[config.mk]
export PLATFORM = sky130hd
export DESIGN_NAME = spi_dac_rx_flat
export DESIGN_NICKNAME = d
export VERILOG_FILES = /design/src/rtl/spi_dac_pkg.sv /design/src/rtl/spi_dac_rx_if.sv /design/src/rtl/spi_sync_edge.sv /design/src/rtl/spi_dac_rx.sv /design/src/flat_wrapper.sv
export SDC_FILE = /design/constraint.sdc
export NUM_CORES = 1
export LEC_CHECK = 0
export CORE_AREA = 2 2 67 101
export CTS_CLUSTER_DIAMETER = 200
export DETAILED_ROUTE_END_ITERATION = 10
export DIE_AREA = 0 0 69 103
export PLACE_DENSITY = 0.73
export REMOVE_ABC_BUFFERS = 1
export SETUP_SLACK_MARGIN = 0.5
export SYNTH_ARGS = -nofsm -noshare
export SYNTH_HDL_FRONTEND = slang
export SYNTH_SLANG_ARGS = --single-unit
[constraint.sdc]
create_clock -name clk -period 1.85 [get_ports clk]
set_input_delay 0.2775 -clock clk [delete_from_list [all_inputs] [get_ports clk]]
set_output_delay 0.2775 -clock clk [all_outputs]
set_load 0.05 [all_outputs]
[src/rtl/spi_dac_pkg.sv]
// Shared definitions for the dual-lane DAC SPI link: frame geometry, the per-channel
// command word and the receiver FSM state encoding.
package spi_dac_pkg;

    localparam int FRAME_BITS = 16;
    localparam int LEAD_BITS  = 2;
    localparam int PD_W       = 2;
    localparam int DATA_W     = 12;
    localparam int CNT_W      = 5;

    typedef struct packed {
        logic [PD_W-1:0]   pd;
        logic [DATA_W-1:0] data;
    } dac_word_t;

    typedef enum logic [1:0] {
        RX_IDLE,
        RX_SHIFT,
        RX_DONE
    } rx_state_e;

    function automatic dac_word_t frame_word(input logic [FRAME_BITS-1:0] frame);
        return dac_word_t'(frame[PD_W+DATA_W-1:0]);
    endfunction

    function automatic logic lead_nonzero(input logic [FRAME_BITS-1:0] frame);
        return |frame[FRAME_BITS-1 -: LEAD_BITS];
    endfunction

endpackage

[src/rtl/spi_dac_rx_if.sv]
// Dual-lane DAC SPI bus: chip select, clock and one MOSI bit per channel.
interface spi_dac_rx_if;
    logic       spi_cs_ni;
    logic       spi_sck_i;
    logic [1:0] spi_mosi_i;

    modport master (output spi_cs_ni, output spi_sck_i, output spi_mosi_i);
    modport slave  (input  spi_cs_ni, input  spi_sck_i, input  spi_mosi_i);
endinterface

[src/rtl/spi_sync_edge.sv]
// STAGES-deep synchronizer for an asynchronous level, with registered rise/fall strobes
// so edge events line up one cycle after the synchronized level changes.
module spi_sync_edge #(
    parameter int   STAGES    = 2,
    parameter logic RESET_VAL = 1'b0
) (
    input  logic clk,
    input  logic rst_ni,
    input  logic async_i,
    output logic level_o,
    output logic rise_o,
    output logic fall_o
);

    logic [STAGES-1:0] sync_q, sync_d;
    logic              prev_q, prev_d;
    logic              rise_q, rise_d;
    logic              fall_q, fall_d;

    always_comb begin
        sync_d = {sync_q[STAGES-2:0], async_i};
        prev_d = sync_q[STAGES-1];
        rise_d = sync_q[STAGES-1] & ~prev_q;
        fall_d = ~sync_q[STAGES-1] & prev_q;
    end

    // NOTE: sequential state uses non-blocking assignments so every flop samples pre-edge values.
    always_ff @(posedge clk or negedge rst_ni) begin
        if (!rst_ni) begin
            sync_q <= {STAGES{RESET_VAL}};
            prev_q <= RESET_VAL;
            rise_q <= 1'b0;
            fall_q <= 1'b0;
        end else begin
            sync_q <= sync_d;
            prev_q <= prev_d;
            rise_q <= rise_d;
            fall_q <= fall_d;
        end
    end

    assign level_o = sync_q[STAGES-1];
    assign rise_o  = rise_q;
    assign fall_o  = fall_q;

endmodule

[src/rtl/spi_dac_rx.sv]
// Dual-lane SPI receiver for DAC command frames. Define SPI_DAC_RX_LEAD_CHECK_EN to reject
// frames whose lead bits are nonzero; by default lead bits are ignored.
module spi_dac_rx
    import spi_dac_pkg::*;
#(
    parameter int SYNC_STAGES = 2
) (
    input  logic              clk,
    input  logic              rst_ni,
    spi_dac_rx_if.slave       spi,
    output logic [DATA_W-1:0] data0_o,
    output logic [PD_W-1:0]   pd0_o,
    output logic [DATA_W-1:0] data1_o,
    output logic [PD_W-1:0]   pd1_o,
    output logic              valid_o,
    output logic              err_o,
    output logic              busy_o
);

    logic cs_level, cs_rise, cs_fall;
    logic sck_level, sck_rise, sck_fall;

    // CS idles high so a released reset never looks like a frame start.
    spi_sync_edge #(.STAGES(SYNC_STAGES), .RESET_VAL(1'b1)) u_cs_sync (
        .clk(clk), .rst_ni(rst_ni), .async_i(spi.spi_cs_ni),
        .level_o(cs_level), .rise_o(cs_rise), .fall_o(cs_fall)
    );

    spi_sync_edge #(.STAGES(SYNC_STAGES), .RESET_VAL(1'b0)) u_sck_sync (
        .clk(clk), .rst_ni(rst_ni), .async_i(spi.spi_sck_i),
        .level_o(sck_level), .rise_o(sck_rise), .fall_o(sck_fall)
    );

    logic [1:0][SYNC_STAGES-1:0] mosi_sync_q;
    logic [1:0]                  mosi;

    always_ff @(posedge clk or negedge rst_ni) begin
        if (!rst_ni) begin
            mosi_sync_q <= '0;
        end else begin
            for (int l = 0; l < 2; l++) begin
                mosi_sync_q[l] <= {mosi_sync_q[l][SYNC_STAGES-2:0], spi.spi_mosi_i[l]};
            end
        end
    end

    assign mosi = {mosi_sync_q[1][SYNC_STAGES-1], mosi_sync_q[0][SYNC_STAGES-1]};

    rx_state_e             state_q, state_d;
    logic [CNT_W-1:0]      cnt_q, cnt_d;
    logic [FRAME_BITS-1:0] sh0_q, sh0_d, sh1_q, sh1_d;
    logic [FRAME_BITS-1:0] sh0_next, sh1_next;
    dac_word_t             word0_q, word0_d, word1_q, word1_d;
    logic                  ovr_q, ovr_d;
    logic                  valid_q, valid_d;
    logic                  err_q, err_d;
    logic                  busy_q, busy_d;
    logic                  last_edge;
    logic                  reject;

    assign sh0_next  = {sh0_q[FRAME_BITS-2:0], mosi[0]};
    assign sh1_next  = {sh1_q[FRAME_BITS-2:0], mosi[1]};
    assign last_edge = sck_fall && (cnt_q == CNT_W'(FRAME_BITS - 1));

`ifdef SPI_DAC_RX_LEAD_CHECK_EN
    assign reject = lead_nonzero(sh0_next) || lead_nonzero(sh1_next);
`else
    assign reject = 1'b0;
`endif

    // NOTE: every always_comb output is defaulted first so no path can infer a latch.
    always_comb begin
        state_d = state_q;
        cnt_d   = cnt_q;
        sh0_d   = sh0_q;
        sh1_d   = sh1_q;
        word0_d = word0_q;
        word1_d = word1_q;
        ovr_d   = ovr_q;
        valid_d = 1'b0;
        err_d   = 1'b0;

        unique case (state_q)
            RX_IDLE: begin
                cnt_d = '0;
                sh0_d = '0;
                sh1_d = '0;
                ovr_d = 1'b0;
                if (!cs_level) state_d = RX_SHIFT;
            end
            RX_SHIFT: begin
                if (sck_fall) begin
                    sh0_d = sh0_next;
                    sh1_d = sh1_next;
                    cnt_d = cnt_q + 1'b1;
                end
                if (last_edge) begin
                    if (reject) begin
                        err_d = 1'b1;
                    end else begin
                        valid_d = 1'b1;
                        word0_d = frame_word(sh0_next);
                        word1_d = frame_word(sh1_next);
                    end
                    state_d = cs_rise ? RX_IDLE : RX_DONE;
                end else if (cs_rise) begin
                    err_d   = 1'b1;
                    sh0_d   = '0;
                    sh1_d   = '0;
                    cnt_d   = '0;
                    state_d = RX_IDLE;
                end
            end
            RX_DONE: begin
                if (cs_rise) begin
                    state_d = RX_IDLE;
                end else if (sck_fall && !ovr_q) begin
                    err_d = 1'b1;
                    ovr_d = 1'b1;
                end
            end
            default: state_d = RX_IDLE;
        endcase

        busy_d = (state_d == RX_SHIFT);
    end

    always_ff @(posedge clk or negedge rst_ni) begin
        if (!rst_ni) begin
            state_q <= RX_IDLE;
            cnt_q   <= '0;
            sh0_q   <= '0;
            sh1_q   <= '0;
            word0_q <= '0;
            word1_q <= '0;
            ovr_q   <= 1'b0;
            valid_q <= 1'b0;
            err_q   <= 1'b0;
            busy_q  <= 1'b0;
        end else begin
            state_q <= state_d;
            cnt_q   <= cnt_d;
            sh0_q   <= sh0_d;
            sh1_q   <= sh1_d;
            word0_q <= word0_d;
            word1_q <= word1_d;
            ovr_q   <= ovr_d;
            valid_q <= valid_d;
            err_q   <= err_d;
            busy_q  <= busy_d;
        end
    end

    assign data0_o = word0_q.data;
    assign pd0_o   = word0_q.pd;
    assign data1_o = word1_q.data;
    assign pd1_o   = word1_q.pd;
    assign valid_o = valid_q;
    assign err_o   = err_q;
    assign busy_o  = busy_q;

    logic unused_ok;
    assign unused_ok = ^{cs_fall, sck_level, sck_rise, sh0_q[FRAME_BITS-1], sh1_q[FRAME_BITS-1]};

endmodule
[src/flat_wrapper.sv]
// flat-port wrapper written by rule: the top's interface ports become plain ports
module spi_dac_rx_flat import spi_dac_pkg::*;
#(
    parameter int SYNC_STAGES = 2
)
  (clk, rst_ni, data0_o, pd0_o, data1_o, pd1_o, valid_o, err_o, busy_o, spi_spi_cs_ni, spi_spi_sck_i, spi_spi_mosi_i);
  spi_dac_rx_if spi_i ();
  input  logic clk;
  input  logic rst_ni;
  output logic [DATA_W-1:0] data0_o;
  output logic [PD_W-1:0] pd0_o;
  output logic [DATA_W-1:0] data1_o;
  output logic [PD_W-1:0] pd1_o;
  output logic valid_o;
  output logic err_o;
  output logic busy_o;
  input wire logic [$bits(spi_i.spi_cs_ni)-1:0] spi_spi_cs_ni;
  input wire logic [$bits(spi_i.spi_sck_i)-1:0] spi_spi_sck_i;
  input wire logic [$bits(spi_i.spi_mosi_i)-1:0] spi_spi_mosi_i;
  assign spi_i.spi_cs_ni = spi_spi_cs_ni;
  assign spi_i.spi_sck_i = spi_spi_sck_i;
  assign spi_i.spi_mosi_i = spi_spi_mosi_i;
  spi_dac_rx #(.SYNC_STAGES(SYNC_STAGES)) u_core (.clk(clk), .rst_ni(rst_ni), .spi(spi_i), .data0_o(data0_o), .pd0_o(pd0_o), .data1_o(data1_o), .pd1_o(pd1_o), .valid_o(valid_o), .err_o(err_o), .busy_o(busy_o));
endmodule
==> flow_summary.toml, run 1 <==
[status]
status = "completed"

[power]
leakage_nw = 2.11
power_mw = 4.47
p_per_area_nw_per_um2 = 1110
peakVddDrop_v = 0.000709

[detailed_routing]
wl_per_cell_um = 17.0
via_per_inst = 5.41
num_vias = 1882
dr.pass1.iters = 4
wl_mm = 5.92
ant_nets = 0
drtIter0Drc = 66
drc = 0

[die]
die_area_um2 = 7110
design.core.area_um2 = 6310
num_io_pins = 37
dieHeight_um = 103
initial_core_util = 0.473
core.rowCount = 36
die_w_um = 69

[synthesis]
synth_most_common_cell = "dfrtp_1"
syn_inst = 202
synth_top_cell_area_share = 0.621
yosysUniqueCellTypes = 38
synthesis.area_um2 = 2980
avgSynthCellArea_um2 = 14.8
synth_seq_area_share = 0.647
synth_largest_area_cell = "dfrtp_1"
ys.flop_type = "dfrtp_1"
yosys_warnings = 0
ys_seq_elements = 77
async_reset_ff_frac = 1.00
synth_area_leaders = "dfrtp_1 (62%), a22o_1 (6.8%), mux2_2 (6.4%), mux2_4 (4.5%), dfstp_2 (2.6%)"
synth_common_cells = "dfrtp_1 (74), a22o_1 (23), mux2_2 (17), mux2_4 (9), nor2_1 (8)"
synth_edf_count = 0

[global_routing]
grt_pass1_vias = 1871
track_usage = 0.177
grt_max_degree = 37
gr-total-overflow = 0
grt_pass1_wl_mm = 9.52
antenna_found_initial = 0

[sta]
fin_worst_skew_ns = 0.0138
period_needed_ns = 1.64
hold_viol = 0
slew_headroom = 0.695
tightestPinTransition_ns = 0.458
max_freq_mhz = 610
tns_ns = 0
period_share = 0.885
setup_violations = 0
hold_ws_ns = 0.340
slew_viol_final = 0
rsz0062_at_grt = "true"

[critical_path]
arrival_ns = 1.87
path_class = "flop to flop"
end_kind = "flop"
cp-start-kind = "flop"
crit_family = "flip-flops"
path_max_fanout = 7
crit_slowest_cell = "dfrtp_1"
cp.required_ns = 2.08
cp_cell_sequence = "ha_2 > and3_4 > ha_4 > nand3_4 > buf_8 > mux2_4"
slowest_delay_ns = 0.39
crit_buf_inv = 1

[clocking]
path_clk_slew_ns = 0.08
cts_sinks = 77
clock_latency_ns = 0.35
h-tree-depth = 3
clock_path_buffers = 2
cts-root-buf = "clkbuf_8"
cts_buffers = 9
cts_tree = "done"

[placed_design]
placement.cell_area_um2 = 3470
port_buffers = 36
hpwl_mm = 3.31
gp_congestion = 0.806
placedCellCount = 315

[finish]
drive_gt1_frac = 0.478
area_growth_pct = 34.8
fin_area_um2 = 4020
layout.cells.non_filler = 348
nets = 279
antenna_cells = 0
n_fill_cell = 471

[flow_run]
max_cap_violations = 0

[worst_hold_path]
hp-class = "primary input to flop"
power by group:
part,switching (mW),internal (mW)
sequential,0.0615,1.77
clock,0.615,0.945
combinational,0.607,0.478
what timing repair did:
action,in CTS,in global routing
setup endpoints to repair,94,65
endpoints found under the hold margin,34,0
hold buffers,1,0
pin swaps,10,9
cloned,4,0
resized for setup,197,12
buffers inserted,5,7
final timing paths:
kind                                       start                         end  slack, ns  cells past startpoint
min reg2reg                u_core.mosi_sync_q[2]              u_core.mosi[1]       0.35                      0
max reg2reg                      u_core.cnt_q[0]          u_core.data1_o[10]       0.21                      6
max                              u_core.cnt_q[0]          u_core.data1_o[10]       0.21                      6
max in group asynchronous                 rst_ni             u_core.sh0_q[4]       0.79                      3
min in group asynchronous                 rst_ni           u_core.data0_o[6]       0.43                      2
min                                spi_spi_cs_ni  u_core.u_cs_sync.sync_q[0]       0.34                      1
area by class of cell:
| type | instances | area (um2) | area share |
|---|---|---|---|
| repair buffers | 63 | 510 | 0.127 |
| inverters | 7 | 30.0 | 0.00747 |
| clock inverters | 6 | 116 | 0.0289 |
| multi-input cells | 109 | 1200 | 0.298 |
| well taps | 76 | 95.1 | 0.0237 |
| flip-flops and latches | 77 | 1930 | 0.480 |
| clock buffers | 10 | 138 | 0.0342 |
registers in the layout, summed over array words and instances, names as in the netlist:
register and flops:
u_core.busy_o 1, u_core.cnt_q 5, u_core.data0_o 12, u_core.data1_o 12, u_core.err_o 1, u_core.mosi 2, u_core.mosi_sync_q 2, u_core.ovr_q 1
u_core.pd0_o 2, u_core.pd1_o 2, u_core.sh0_q 13, u_core.sh1_q 13, u_core.state_q 2, u_core.u_cs_sync.prev_q 1, u_core.u_cs_sync.rise_o 1, u_core.u_cs_sync.sync_q 2
u_core.u_sck_sync.fall_o 1, u_core.u_sck_sync.prev_q 1, u_core.u_sck_sync.sync_q 2, u_core.valid_o 1
kinds of logic (layout without fill, tap and decap cells):
| logic type | Yosys count | after routing | share of synthesized area |
|---|---|---|---|
| adder cells (fa/ha/maj) | 6 | 6 | 0.0252 |
| multiplexers | 34 | 34 | 0.137 |
| buffers and inverters | 18 | 86 | 0.0306 |
| AND/OR/NAND/NOR | 28 | 28 | 0.0478 |
| XOR/XNOR | 2 | 2 | 0.00587 |
| flip-flops | 77 | 77 | 0.647 |
| AO/OA/AOI/OAI | 37 | 39 | 0.106 |
through the flow:
stage           util  worst slack (ns)
2_1_floorplan      -            -0.684
3_3_place_gp   0.551           -0.0627
3_5_place_dp   0.551            -0.116
4_1_cts        0.618             0.237
5_1_grt        0.638             0.124
6_report       0.638             0.212
cells in the final DEF (no fill, tap or decap), types with 4 or more instances in the layout:
master            n
buf_6             4
clkdlybuf4s50_1   4
nor2b_1           4
nand2_1           4
clkbuf_8         10
a22o_1           23
mux2_4           28
buf_12            4
dfrtp_1          74
buf_2            28
mux2i_1           6
nor2_1            6
buf_4            17
layer usage:
metal | global-route usage | wire, um | vias to the layer above
met2 | 0.277 | 3060 | 50
met1 | 0.228 | 2540 | 966
met5 | 0 | 0 | -
met4 | 0.0905 | 95 | 0
met3 | 0.0479 | 233 | 8
li1 | - | - | 858
Note: power is estimated with default switching activity, not from simulation.
==> inputs of run 2 (changes only) <==
--- a/config.mk
+++ b/config.mk
@@ -5,12 +5,11 @@
 export SDC_FILE = /design/constraint.sdc
 export NUM_CORES = 1
 export LEC_CHECK = 0
-export CORE_AREA = 2 2 67 101
+export CORE_AREA = 2 2 114 61
 export CTS_CLUSTER_DIAMETER = 200
 export DETAILED_ROUTE_END_ITERATION = 10
-export DIE_AREA = 0 0 69 103
+export DIE_AREA = 0 0 116 63
 export PLACE_DENSITY = 0.73
-export REMOVE_ABC_BUFFERS = 1
 export SETUP_SLACK_MARGIN = 0.5
 export SYNTH_ARGS = -nofsm -noshare
 export SYNTH_HDL_FRONTEND = slang
==> run 2 against run 1 <==
  * Cell count rose by 2.9%
  * Clock skew fell by 0.0084 ns
  * Die area rose by 2.8%
  * Final area barely moved
  * Power rose by 11%
  * First-iteration DRC count rose by 21%
  * Flip-flop and latch count did not move
  * Routed wire length rose by 7.6%
  * Worst hold slack improved by 0.0069 ns
  * Via count barely moved
  * Critical path type unchanged
  * Critical endpoint is now u_core.pd1_o[1]
  * Largest cell class unchanged
  * Highest routed layer unchanged
==> flow_summary.toml, run 2 (same netlist as run 1, synthesis figures left out) <==
[status]
status = "completed"

[detailed_routing]
num_vias = 1881
ant_nets = 0
drtIter0Drc = 80
dr.pass1.iters = 4
via_per_inst = 5.25
wl_mm = 6.38
wl_per_cell_um = 17.8
drc = 0

[critical_path]
crit_family = "flip-flops"
slowest_delay_ns = 0.38
cp.required_ns = 2.06
arrival_ns = 1.88
end_kind = "flop"
path_class = "flop to flop"
cp_cell_sequence = "ha_2 > and3_4 > ha_4 > nand3_4 > buf_12 > mux2_2"
cp-start-kind = "flop"
crit_slowest_cell = "dfrtp_1"
crit_start = "u_core.cnt_q[1]"
crit_buf_inv = 1
path_max_fanout = 15
worstReg2RegStart = "u_core.cnt_q[1]"

[placed_design]
hpwl_mm = 3.46
gp_congestion = 0.804
dp_slack_ns = 0.00185
port_buffers = 36

[finish]
mostFrequentLayoutCells = "dfrtp_1 (73), buf_2 (24), a22o_1 (23)"
reg_top3 = "u_core.sh0_q: 13 flops, u_core.sh1_q: 13 flops"
final_common_cell = "dfrtp_1"
nets = 273
multi_input_area_um2 = 1140
area_growth_pct = 34.7
regArea_um2 = 1930
antenna_cells = 0
n_fill_cell = 510
drive_gt1_frac = 0.462

[sta]
hold_viol = 0
fin_ws_ns = 0.179
period_needed_ns = 1.67
setup_violations = 0
max_freq_mhz = 598
period_share = 0.903
tns_ns = 0
fin_worst_skew_ns = 0.00536
tightestPinTransition_ns = 0.461
slew_headroom = 0.693
hold_ws_ns = 0.347
rsz0062_at_grt = "true"
slew_viol_final = 0

[die]
die_w_um = 116
design.core.area_um2 = 6360
die_area_um2 = 7310
num_io_pins = 37
dieHeight_um = 63
core.rowCount = 21
initial_core_util = 0.469

[clocking]
cts_tree = "done"
cts_buffers = 9
clock_path_buffers = 2
h-tree-depth = 3
cts_sinks = 77
clock_latency_ns = 0.33
path_clk_slew_ns = 0.06
cts-root-buf = "clkbuf_16"

[power]
p_int_mw = 3.57
combPwrFrac = 0.227
p_sw_frac = 0.277
seqPwrFrac = 0.373
p_per_area_nw_per_um2 = 1230
peakVddDrop_v = 0.000527
switchingPower_mw = 1.37
leakage_nw = 2.04
p_clk_frac = 0.400

[global_routing]
grt_pass1_vias = 1954
grt_pass1_wl_mm = 10.3
track_usage = 0.191
grt_max_degree = 45
gr-total-overflow = 0
antenna_found_initial = 0

[synthesis]
synth.net_count = 214

[worst_hold_path]
hp-class = "flop to flop"
hold_start = "u_core.mosi_sync_q[2]"

[flow_run]
max_cap_violations = 0
[run 2: worst register-to-register path, delay by kind of cell (launching register included)]
family                     cells  cell delay (ns)
buffers and inverters          1             0.17
and+or+nand+nor                2             0.28
DFF                            1             0.38
muxes                          1             0.36
adders and majority gates      2             0.36
[run 2: per-layer routing]
metal | track usage | wire [um]
met5 | 0 | 0
met4 | 0.0625 | 57
met3 | 0.0747 | 423
met2 | 0.251 | 2680
met1 | 0.286 | 3210
[run 2: repair_timing]
| item | in CTS | in global routing |
|---|---|---|
| hold buffers | 1 | 0 |
| cloned | 2 | 1 |
| setup buffers | 8 | 5 |
| gates resized for setup | 115 | 46 |
| endpoints found under the setup margin | 92 | 82 |
| hold endpoints to repair | 30 | 0 |
| pin swaps | 2 | 5 |
[run 2: layout make-up]
| class | instances | area share |
|---|---|---|
| Sequential cell | 77 | 0.481 |
| Multi-Input combinational cell | 109 | 0.283 |
| Timing Repair Buffer | 57 | 0.116 |
| Clock buffer | 10 | 0.0570 |
| Tap cell | 92 | 0.0287 |
| Clock inverter | 6 | 0.0277 |
| Inverter | 7 | 0.00654 |
[run 2: power groups by stage]
stage          clock, mW  combinational [mW]  sequential (mW)
2_1_floorplan          0               0.463             1.90
3_3_place_gp           0               0.665             1.87
3_5_place_dp           0               0.687             1.87
4_1_cts             2.02               0.869             1.84
5_1_grt             2.11                1.22             1.85
6_report            1.98                1.12             1.84
[run 2: worst paths after layout]
check | depth (start not counted) | slack (ns) | endpoint
min in group asynchronous | 2 | 0.44 | u_core.err_o
worst max-delay path | 6 | 0.18 | u_core.pd1_o[1]
max in group asynchronous | 3 | 0.83 | u_core.data1_o[5]
worst min register to register | 0 | 0.35 | u_core.mosi[1]
worst min-delay path | 0 | 0.35 | u_core.mosi[1]
worst max register to register | 6 | 0.18 | u_core.pd1_o[1]
[run 2: through the flow]
stage / utilization / area [um2] / instances / power [mW]
2_1_floorplan: - / 3050 / 202 / 2.37
4_1_cts: 0.630 / 4010 / 352 / 4.72
3_5_place_dp: 0.550 / 3500 / 325 / 2.56
3_3_place_gp: 0.550 / 3500 / 325 / 2.54
5_1_grt: 0.632 / 4020 / 358 / 5.19
6_report: 0.632 / 4020 / 358 / 4.95
